**config.mk**
```make
export PLATFORM = sky130hd
export DESIGN_NAME = johnson_decoder_flat
export DESIGN_NICKNAME = d
export VERILOG_FILES = /design/src/rtl/johnson_decoder_pkg.sv /design/src/rtl/johnson_decoder_if.sv /design/src/rtl/johnson_code_check.sv /design/src/rtl/johnson_decoder.sv /design/src/flat_wrapper.sv
export SDC_FILE = /design/constraint.sdc
export NUM_CORES = 1
export LEC_CHECK = 0
export ABC_AREA = 1
export CAP_MARGIN = 30
export CORE_AREA = 2 2 57 59
export DETAILED_ROUTE_END_ITERATION = 16
export DIE_AREA = 0 0 59 61
export PLACE_DENSITY_LB_ADDON = 0.05
export SYNTH_ARGS = -nofsm -noshare
export SYNTH_HDL_FRONTEND = slang
export SYNTH_SLANG_ARGS = --single-unit
```
**constraint.sdc**
```tcl
create_clock -name clk -period 3.5 [get_ports clk]
set_input_delay 0.875 -clock clk [delete_from_list [all_inputs] [get_ports clk]]
set_output_delay 0.875 -clock clk [all_outputs]
set_load 0.01 [all_outputs]
```
**src/rtl/johnson_decoder_pkg.sv**
```systemverilog
// Shared definitions for the Johnson-code decoder: FSM states, default width,
// and the helper that sizes the decoded index.
package johnson_decoder_pkg;

    localparam int unsigned DefaultN    = 4;
    localparam int unsigned DefaultErrW = 8;

    typedef logic [1:0] state_t;

    localparam state_t StUnlocked = 2'd0;
    localparam state_t StAcquire  = 2'd1;
    localparam state_t StLocked   = 2'd2;

    // Width needed to hold any of the 2N legal Johnson indices.
    function automatic int unsigned idx_width(input int unsigned n);
        return $clog2(2 * n);
    endfunction

endpackage

```
**src/rtl/johnson_decoder_if.sv**
```systemverilog
// Sample/result bundle between a Johnson-counter observer and the decoder.
interface johnson_decoder_if
    import johnson_decoder_pkg::*;
#(
    parameter int unsigned N     = DefaultN,
    parameter int unsigned ERR_W = DefaultErrW
);

    localparam int unsigned IdxW = idx_width(N);

    logic             en;
    logic [N-1:0]     q_in;
    logic             valid;
    logic [IdxW-1:0]  idx;
    logic             illegal;
    logic             seq_err;
    logic             locked;
    logic [ERR_W-1:0] err_cnt;

    modport master (
        output en,
        output q_in,
        input  valid,
        input  idx,
        input  illegal,
        input  seq_err,
        input  locked,
        input  err_cnt
    );

    modport slave (
        input  en,
        input  q_in,
        output valid,
        output idx,
        output illegal,
        output seq_err,
        output locked,
        output err_cnt
    );

endinterface

```
**src/rtl/johnson_code_check.sv**
```systemverilog
// Combinational legality check and index decode of one Johnson-coded word.
module johnson_code_check
    import johnson_decoder_pkg::*;
#(
    parameter int unsigned N = DefaultN
) (
    input  logic [N-1:0]           code_i,
    output logic                   legal_o,
    output logic [idx_width(N)-1:0] idx_o
);

    localparam int unsigned IdxW = idx_width(N);
    localparam int unsigned TwoN = 2 * N;
    localparam logic [N-1:0] OneN = N'(1);

    logic [N-1:0]  thermo;
    logic [IdxW:0] ones;
    logic [IdxW:0] two_n;

    assign two_n = TwoN[IdxW:0];

    always_comb begin
        // Fold the upper half onto the lower one: both must become 0..01..1.
        thermo  = code_i[N-1] ? ~code_i : code_i;
        legal_o = ((thermo & (thermo + OneN)) == '0);

        ones = '0;
        for (int i = 0; i < N; i++) begin
            ones = ones + {{IdxW{1'b0}}, code_i[i]};
        end

        if (!legal_o) begin
            idx_o = '0;
        end else if (code_i[N-1]) begin
            idx_o = IdxW'(two_n - ones);
        end else begin
            idx_o = ones[IdxW-1:0];
        end
    end

endmodule

```
**src/rtl/johnson_decoder.sv**
```systemverilog
// Decodes sampled Johnson-counter words, tracks sequence lock and counts
// illegal or out-of-sequence samples with a saturating counter.
module johnson_decoder
    import johnson_decoder_pkg::*;
#(
    parameter int unsigned N     = DefaultN,
    parameter int unsigned ERR_W = DefaultErrW
) (
    input logic               clk,
    input logic               rst,
    johnson_decoder_if.slave  bus
);

    localparam int unsigned IdxW = idx_width(N);
    localparam logic [IdxW-1:0] LastIdx = IdxW'(2 * N - 1);

    logic            code_legal;
    logic [IdxW-1:0] code_idx;

    johnson_code_check #(
        .N (N)
    ) u_code_check (
        .code_i  (bus.q_in),
        .legal_o (code_legal),
        .idx_o   (code_idx)
    );

    state_t           state_q,    state_d;
    logic [IdxW-1:0]  prev_idx_q, prev_idx_d;
    logic             valid_q,    valid_d;
    logic [IdxW-1:0]  idx_q,      idx_d;
    logic             illegal_q,  illegal_d;
    logic             seq_err_q,  seq_err_d;
    logic [ERR_W-1:0] err_cnt_q,  err_cnt_d;

    logic [IdxW-1:0] exp_idx;
    logic            err_event;

    assign exp_idx = (prev_idx_q == LastIdx) ? '0 : prev_idx_q + 1'b1;

    always_comb begin
        state_d    = state_q;
        prev_idx_d = prev_idx_q;
        valid_d    = bus.en;
        idx_d      = idx_q;
        illegal_d  = illegal_q;
        seq_err_d  = 1'b0;
        err_event  = 1'b0;

        if (bus.en) begin
            idx_d     = code_idx;
            illegal_d = ~code_legal;
            if (!code_legal) begin
                state_d   = StUnlocked;
                err_event = 1'b1;
            end else begin
                prev_idx_d = code_idx;
                case (state_q)
                    StUnlocked: state_d = StAcquire;
                    StAcquire:  state_d = (code_idx == exp_idx) ? StLocked : StAcquire;
                    StLocked: begin
                        if (code_idx != exp_idx) begin
                            seq_err_d = 1'b1;
                            err_event = 1'b1;
                            state_d   = StAcquire;
                        end
                    end
                    default:    state_d = StUnlocked;
                endcase
            end
        end

        err_cnt_d = err_cnt_q;
        if (err_event && (err_cnt_q != '1)) begin
            err_cnt_d = err_cnt_q + 1'b1;
        end
    end

    always_ff @(posedge clk) begin
        if (rst) begin
            state_q    <= StUnlocked;
            prev_idx_q <= '0;
            valid_q    <= 1'b0;
            idx_q      <= '0;
            illegal_q  <= 1'b0;
            seq_err_q  <= 1'b0;
            err_cnt_q  <= '0;
        end else begin
            state_q    <= state_d;
            prev_idx_q <= prev_idx_d;
            valid_q    <= valid_d;
            idx_q      <= idx_d;
            illegal_q  <= illegal_d;
            seq_err_q  <= seq_err_d;
            err_cnt_q  <= err_cnt_d;
        end
    end

    assign bus.valid   = valid_q;
    assign bus.idx     = idx_q;
    assign bus.illegal = illegal_q;
    assign bus.seq_err = seq_err_q;
    assign bus.locked  = (state_q == StLocked);
    assign bus.err_cnt = err_cnt_q;

endmodule

```
**src/flat_wrapper.sv**
```systemverilog
// flat-port wrapper written by rule: the top's interface ports become plain ports
module johnson_decoder_flat import johnson_decoder_pkg::*;
#(
    parameter int unsigned N     = DefaultN,
    parameter int unsigned ERR_W = DefaultErrW
)
  (clk, rst, bus_en, bus_q_in, bus_valid, bus_idx, bus_illegal, bus_seq_err, bus_locked, bus_err_cnt);
  johnson_decoder_if #(.N(N), .ERR_W(ERR_W)) bus_i ();
  input logic clk;
  input logic rst;
  input wire logic [$bits(bus_i.en)-1:0] bus_en;
  input wire logic [$bits(bus_i.q_in)-1:0] bus_q_in;
  output wire logic [$bits(bus_i.valid)-1:0] bus_valid;
  output wire logic [$bits(bus_i.idx)-1:0] bus_idx;
  output wire logic [$bits(bus_i.illegal)-1:0] bus_illegal;
  output wire logic [$bits(bus_i.seq_err)-1:0] bus_seq_err;
  output wire logic [$bits(bus_i.locked)-1:0] bus_locked;
  output wire logic [$bits(bus_i.err_cnt)-1:0] bus_err_cnt;
  assign bus_i.en = bus_en;
  assign bus_i.q_in = bus_q_in;
  assign bus_valid = bus_i.valid;
  assign bus_idx = bus_i.idx;
  assign bus_illegal = bus_i.illegal;
  assign bus_seq_err = bus_i.seq_err;
  assign bus_locked = bus_i.locked;
  assign bus_err_cnt = bus_i.err_cnt;
  johnson_decoder #(.N(N), .ERR_W(ERR_W)) u_core (.clk(clk), .rst(rst), .bus(bus_i));
endmodule
```
==> results of run 1 <==
registers in the layout, summed over array words and instances, names as in the netlist:
register / count
u_core.bus.err_cnt: 8
u_core.bus.idx: 3
u_core.prev_idx_q: 3
u_core.state_q: 2
u_core.bus.illegal: 1
u_core.bus.seq_err: 1
u_core.bus.valid: 1
final timing paths:
path,to,slack (ns),from,depth (start not counted)
worst max-delay path,u_core.bus.err_cnt[0]$_SDFFE_PP0P_,0.45,bus_q_in[3],19
worst min-delay path,u_core.bus.idx[0]$_SDFFE_PP0P_,0.48,u_core.bus.idx[0]$_SDFFE_PP0P_,2
worst max register to register,u_core.bus.err_cnt[0]$_SDFFE_PP0P_,1.60,u_core.prev_idx_q[0]$_SDFFE_PP0P_,14
worst min register to register,u_core.bus.idx[0]$_SDFFE_PP0P_,0.48,u_core.bus.idx[0]$_SDFFE_PP0P_,2
critical path: cells and delay by family:
| kind | cells | cell delay, ns |
|---|---|---|
| AOI/OAI and AO/OA | 1 | 0.07 |
| and+or+nand+nor | 11 | 0.87 |
| adders and majority gates | 4 | 1.22 |
| buffers and inverters | 3 | 0.25 |
kinds of logic after synthesis:
family | after synthesis | share of synthesized area
buf+inv | 32 | 0.107
flops | 19 | 0.329
xor+xnor | 3 | 0.0227
fa+ha+maj | 7 | 0.0822
simple gates | 95 | 0.391
compound gates | 14 | 0.0681
cells in the final DEF, fill, tap and decap left out, types with 3 or more instances in the layout:
master and count:
nand2_1 45, inv_1 29, dfxtp_1 19, clkdlybuf4s50_1 18
nor2_1 17, nand3_1 12, a21oi_1 8, buf_4 7
ha_1 6, nand4_1 5, nand3_2 3, nand2_2 3
nor3_1 3, clkbuf_4 3, dlymetal6s2s_1 3
where the power goes:
| group | internal, mW | total [mW] | leakage [nW] | switching, mW |
|---|---|---|---|---|
| logic | 0.0693 | 0.149 | 0.540 | 0.0802 |
| registers | 0.228 | 0.236 | 0.155 | 0.00831 |
| clock network | 0.0426 | 0.116 | 0.0177 | 0.0731 |
| total | 0.340 | 0.502 | 0.713 | 0.162 |
through the flow:
stage / instance area (um^2) / TNS (ns) / setup WS [ns]
detailed placement: 1450 / -2.12 / -0.251
global route: 1490 / 0 / 0.219
finish: 1490 / 0 / 0.447
CTS: 1480 / 0 / 0.0632
global placement: 1450 / -1.29 / -0.167
floorplan: 1160 / 0 / 0.439
cell type report:
class                      instances  share of cell area
clock buffer                       3              0.0151
inverter                          30              0.0754
tap                               33              0.0276
timing repair buffer              28               0.181
multi-input combinational        119               0.443
clock inverter                     1             0.00335
sequential                        19               0.255
routing by layer:
layer	share of wire	wire [um]	vias up	global-route usage
met5	0	0	-	0
met4	0.018	44	0	0.0682
met2	0.43	1040	19	0.233
li1	-	-	601	-
met1	0.52	1250	494	0.219
met3	0.035	84	4	0.0299
Yosys cell counts, drive strengths merged, types with 2 or more instances:
cell	number	area, um^2
nand2	50	208
inv	30	113
dfxtp	19	380
nor2	18	67.6
nand3	16	108
a21oi	8	40.0
ha	6	75.1
nand4	5	31.3
nor3	4	25.0
o21ai	3	15.0
clkbuf	2	11.3
xor2	2	17.5
timing repair:
item,in CTS,in global routing
resized for setup,0,7
endpoints found under the setup margin,0,9
hold endpoints to repair,0,0
setup buffers,0,0
==> results.sh, run 1 <==
export IMPL_antenna_found_initial=0
export IMPL_first_global_vias=1039
export IMPL_final_cells=233
export IMPL_seqCellArea_um2=380
export IMPL_dr_total_vias=1118
export IMPL_power_mw=0.502
export IMPL_cts_buffers_inserted=3
export IMPL_layout_drive_gt1_share=0.125
export IMPL_crit_chain="dlymetal6s2s_1 > fa_1 > ha_1 > ha_1 > inv_1 > ha_1 > nand2_1 > o21ai_2 > nand3_1 > nand2_1 > nand2_1 > inv_1 > nand3_2 > nand2_2 > nand2_4 > nand3_4 > nand2_1 > nand2_1 > nor2_1"
export IMPL_async_flop_share=0
export IMPL_post_drt_wl_per_cell_um=10.4
export IMPL_syn_nets=184
export IMPL_crit_fanout=8
export IMPL_rsz0062_at_grt="no"
export IMPL_grt_pass1_wl_um=4270
export IMPL_clockRootBuffer="clkbuf_4"
export IMPL_dieArea_um2=3600
export IMPL_ys_ff_latch=19
export IMPL_dieWidth_um=59
export IMPL_ant_nets=0
export IMPL_via_per_inst=4.80
export IMPL_syn_to_final_growth_pct=29.1
export IMPL_drv_cap=0
export IMPL_power_static_leakage_nw=0.713
export IMPL_status="completed"
export IMPL_worst_pin_slew_ns=0.459
export IMPL_skew_ns=0.000638
export IMPL_multi_input_comb_area_um2=662
export IMPL_dieHeight_um=61
export IMPL_fmax_mhz=328
export IMPL_gp_congestion=0.717
export IMPL_fillers=308
export IMPL_grt_overflow=0
export IMPL_path_clk_slew_ns=0.11
export IMPL_port_buffers=21
export IMPL_grt_total_usage=0.156
export IMPL_powerDensity_nw_per_um2=336
export IMPL_start_kind="input pin"
export IMPL_worstSetupPathType="input pin to flip-flop"
export IMPL_dr_pass1_iters=4
export IMPL_detail_route_wirelength_um=2420
export IMPL_hold_viol_final=0
export IMPL_htreeDepth=1
export IMPL_path_common_cell="nand2_1"
export IMPL_slew_viol_final=0
export IMPL_avgSynthCellArea_um2=6.81
export IMPL_drtIter0Drc=43
export IMPL_core_um2=2950
export IMPL_holdBufCountCts=0
export IMPL_cts_num_sinks=19
export IMPL_min_period_over_period=0.872
export IMPL_synthFlopType="dfxtp_1"
export IMPL_whs_ns=0.476
export IMPL_utilization=0.506
export IMPL_cp_slowest_cell="fa_1"
export IMPL_hold_class="flip-flop to flip-flop"
export IMPL_diodes=0
export IMPL_clk_path_buf_depth=2
export IMPL_tritoncts="yes"
export IMPL_place_inst=229
export IMPL_synth_cells=170
export IMPL_clk_insertion_delay_late_ns=0.30
export IMPL_nets=215
export IMPL_ir_worst_vdd_v=0.000158
export IMPL_synth_cell_type_count=27
export IMPL_row_count=20
export IMPL_synth_edff_count=0
export IMPL_relSlewSlack=0.693
export IMPL_critPathMaxStageDelay_ns=0.48
export IMPL_syn_area_um2=1160
export IMPL_grt_start_max_net_pins=14
export IMPL_drc=0
export IMPL_crit_path_end_kind="flip-flop"
export IMPL_required_ns=3.75
export IMPL_setup_viol=0
export IMPL_pin_count=22
export IMPL_yosysWarnings=0
export IMPL_post_dp_hpwl_um=1920
export IMPL_start_util=0.392
export IMPL_arrival_ns=3.30
export IMPL_min_period_ns=3.05
export IMPL_seq_area_frac_synth=0.329
No activity file was read; power rests on OpenSTA's default activity.
==> run 2: changes to the inputs <==
--- a/config.mk
+++ b/config.mk
@@ -6,7 +6,7 @@
 export NUM_CORES = 1
 export LEC_CHECK = 0
 export ABC_AREA = 1
-export CAP_MARGIN = 30
+export CAP_MARGIN = 15
 export CORE_AREA = 2 2 57 59
 export DETAILED_ROUTE_END_ITERATION = 16
 export DIE_AREA = 0 0 59 61
==> results of run 2 <==
Same layout as run 1: the final DEF is identical, and so are final timing and power.
==> run 3: changes to the inputs <==
--- a/config.mk
+++ b/config.mk
@@ -10,6 +10,7 @@
 export CORE_AREA = 2 2 57 59
 export DETAILED_ROUTE_END_ITERATION = 16
 export DIE_AREA = 0 0 59 61
+export GPL_TIMING_DRIVEN = 0
 export PLACE_DENSITY_LB_ADDON = 0.05
 export SYNTH_ARGS = -nofsm -noshare
 export SYNTH_HDL_FRONTEND = slang
==> run 3 against run 2 <==
Effect of this change:
- clock skew up 0.0057 ns
- first-iteration DRC count unchanged
- clock power fell by 6%
- critical path type unchanged
- sequential share of layout area is 0.95 points higher
- total power decreased by 4.1%
- setup slack got worse by 0.20 ns
- critical path depth fell by 1
- wire length rose by 2.1%
- worst hold slack got worse by 0.0037 ns
- cell count is 2.1% lower
==> results.sh, run 3 (same netlist as run 1, synthesis figures left out) <==
export IMPL_place_inst=224
export IMPL_hold_class="flip-flop to flip-flop"
export IMPL_ant_nets=0
export IMPL_place_area_um2=1410
export IMPL_fillers=307
export IMPL_setup_viol=0
export IMPL_dieWidth_um=59
export IMPL_syn_to_final_growth_pct=24.4
export IMPL_reg2reg_depth=13
export IMPL_relSlewSlack=0.699
export IMPL_rsz0062_at_grt="no"
export IMPL_diodes=0
export IMPL_power_static_leakage_nw=0.667
export IMPL_utilization=0.488
export IMPL_crit_chain="clkdlybuf4s15_1 > fa_1 > ha_1 > ha_1 > inv_1 > ha_1 > nand2_1 > o21ai_2 > nand3_1 > nand2_1 > nand2_1 > inv_1 > nand3_2 > nand2_2 > nand2_4 > nand3_4 > nor2_1 > nor2_1"
export IMPL_seqCellArea_um2=380
export IMPL_r2r_setup_slack_ns=1.63
export IMPL_drtIter0Drc=43
export IMPL_nets=210
export IMPL_timing_rr_end="u_core.bus.err_cnt[1]$_SDFFE_PP0P_"
export IMPL_layout_common_cells="46 x nand2_1, 29 x inv_1, 19 x dfxtp_1, 18 x nor2_1, 18 x clkdlybuf4s50_1"
export IMPL_cts_setup_buffers=0
export IMPL_setup_tns_ns=0
export IMPL_required_ns=3.70
export IMPL_dieHeight_um=61
export IMPL_cp_slowest_cell="fa_1"
export IMPL_final_cells=228
export IMPL_post_dp_hpwl_um=1980
export IMPL_reg2reg_from="u_core.prev_idx_q[0]$_SDFFE_PP0P_"
export IMPL_multi_input_comb_area_um2=657
export IMPL_grt_start_max_net_pins=11
export IMPL_status="completed"
export IMPL_setup_slack_ns=0.246
export IMPL_holdBufCountCts=0
export IMPL_gp_congestion=0.744
export IMPL_hold_viol_final=0
export IMPL_grt_overflow=0
export IMPL_clockRootBuffer="clkbuf_4"
export IMPL_min_path_cells=2
export IMPL_slew_viol_final=0
export IMPL_skew_ns=0.00636
export IMPL_drc=0
export IMPL_clk_insertion_delay_late_ns=0.29
export IMPL_min_from="u_core.bus.idx[0]$_SDFFE_PP0P_"
export IMPL_holdPathEnd="u_core.bus.idx[0]$_SDFFE_PP0P_"
export IMPL_detail_route_wirelength_um=2470
export IMPL_cts_num_sinks=19
export IMPL_min_period_over_period=0.930
export IMPL_critPathMaxStageDelay_ns=0.48
export IMPL_start_kind="input pin"
export IMPL_crit_fanout=8
export IMPL_power_mw=0.481
export IMPL_clk_path_buf_depth=2
export IMPL_min_period_ns=3.25
export IMPL_htreeDepth=1
export IMPL_finalInstanceArea_um2=1440
export IMPL_start_util=0.392
export IMPL_largest_reg_flops=8
export IMPL_port_buffers=21
export IMPL_path_clk_slew_ns=0.11
export IMPL_row_count=20
export IMPL_worst_pin_slew_ns=0.452
export IMPL_grt_total_usage=0.158
export IMPL_crit_path_end_kind="flip-flop"
export IMPL_core_um2=2950
export IMPL_ir_worst_vdd_v=0.000205
export IMPL_first_global_vias=1049
export IMPL_fmax_mhz=307
export IMPL_pin_count=22
export IMPL_tritoncts="yes"
export IMPL_post_place_ws_ns=-0.443
export IMPL_final_common_cell="nand2_1"
export IMPL_layout_drive_gt1_share=0.0821
export IMPL_powerDensity_nw_per_um2=334
export IMPL_drv_cap=0
export IMPL_grt_pass1_wl_um=4350
export IMPL_dieArea_um2=3600
export IMPL_antenna_found_initial=0
export IMPL_via_per_inst=4.84
export IMPL_worstSetupPathType="input pin to flip-flop"
export IMPL_arrival_ns=3.45
export IMPL_post_drt_wl_per_cell_um=10.8
export IMPL_whs_ns=0.472
export IMPL_dr_pass1_iters=6
export IMPL_cts_buffers_inserted=3
export IMPL_dr_total_vias=1104
[run 3: how the worst max path moves through the flow]
stage / to / slack (ns) / startpoint / cells after the start
final: u_core.bus.err_cnt[1]$_SDFFE_PP0P_ / 0.25 / bus_q_in[3] / 18
after global routing: u_core.bus.err_cnt[1]$_SDFFE_PP0P_ / 0.02 / bus_q_in[3] / 19
after floorplan: u_core.bus.err_cnt[0]$_SDFFE_PP0P_ / 0.44 / bus_q_in[0] / 17
after detailed placement: u_core.bus.err_cnt[1]$_SDFFE_PP0P_ / -0.44 / bus_q_in[3] / 18
after global placement: u_core.bus.err_cnt[6]$_SDFFE_PP0P_ / -0.39 / bus_q_in[3] / 18
after CTS: u_core.bus.err_cnt[6]$_SDFFE_PP0P_ / 0.001 / bus_q_in[0] / 18
[run 3: area by class of cell]
class | count | share of cell area
sequential | 19 | 0.264
multi-input combinational | 119 | 0.456
inverter | 30 | 0.0782
clock buffer | 4 | 0.0182
buffer | 2 | 0.00782
timing repair buffer | 21 | 0.147
tap | 33 | 0.0287
[run 3: where the power goes]
group	internal, mW	total [mW]	switching, mW
clock network	0.0443	0.109	0.0647
registers	0.228	0.237	0.00844
logic	0.0568	0.136	0.0788
total	0.329	0.481	0.152
[run 3: worst max-delay path: cells and delay by family]
family | cells | cell delay [ns]
AOI/OAI and AO/OA | 1 | 0.08
adders and majority gates | 4 | 1.23
buffers and inverters | 3 | 0.45
and+or+nand+nor | 10 | 0.81
[run 3: routing by layer]
layer	vias to the layer above	part of all wire	global-route usage
met5	-	0	0
met2	23	0.44	0.259
met4	0	0.0077	0.0487
met3	2	0.045	0.0320
li1	590	-	-
met1	489	0.51	0.211
[run 3: timing repair]
| item | in CTS | in global routing |
|---|---|---|
| endpoints found under the setup margin | 8 | 9 |
| resized for setup | 3 | 3 |
| hold endpoints to repair | 0 | 0 |
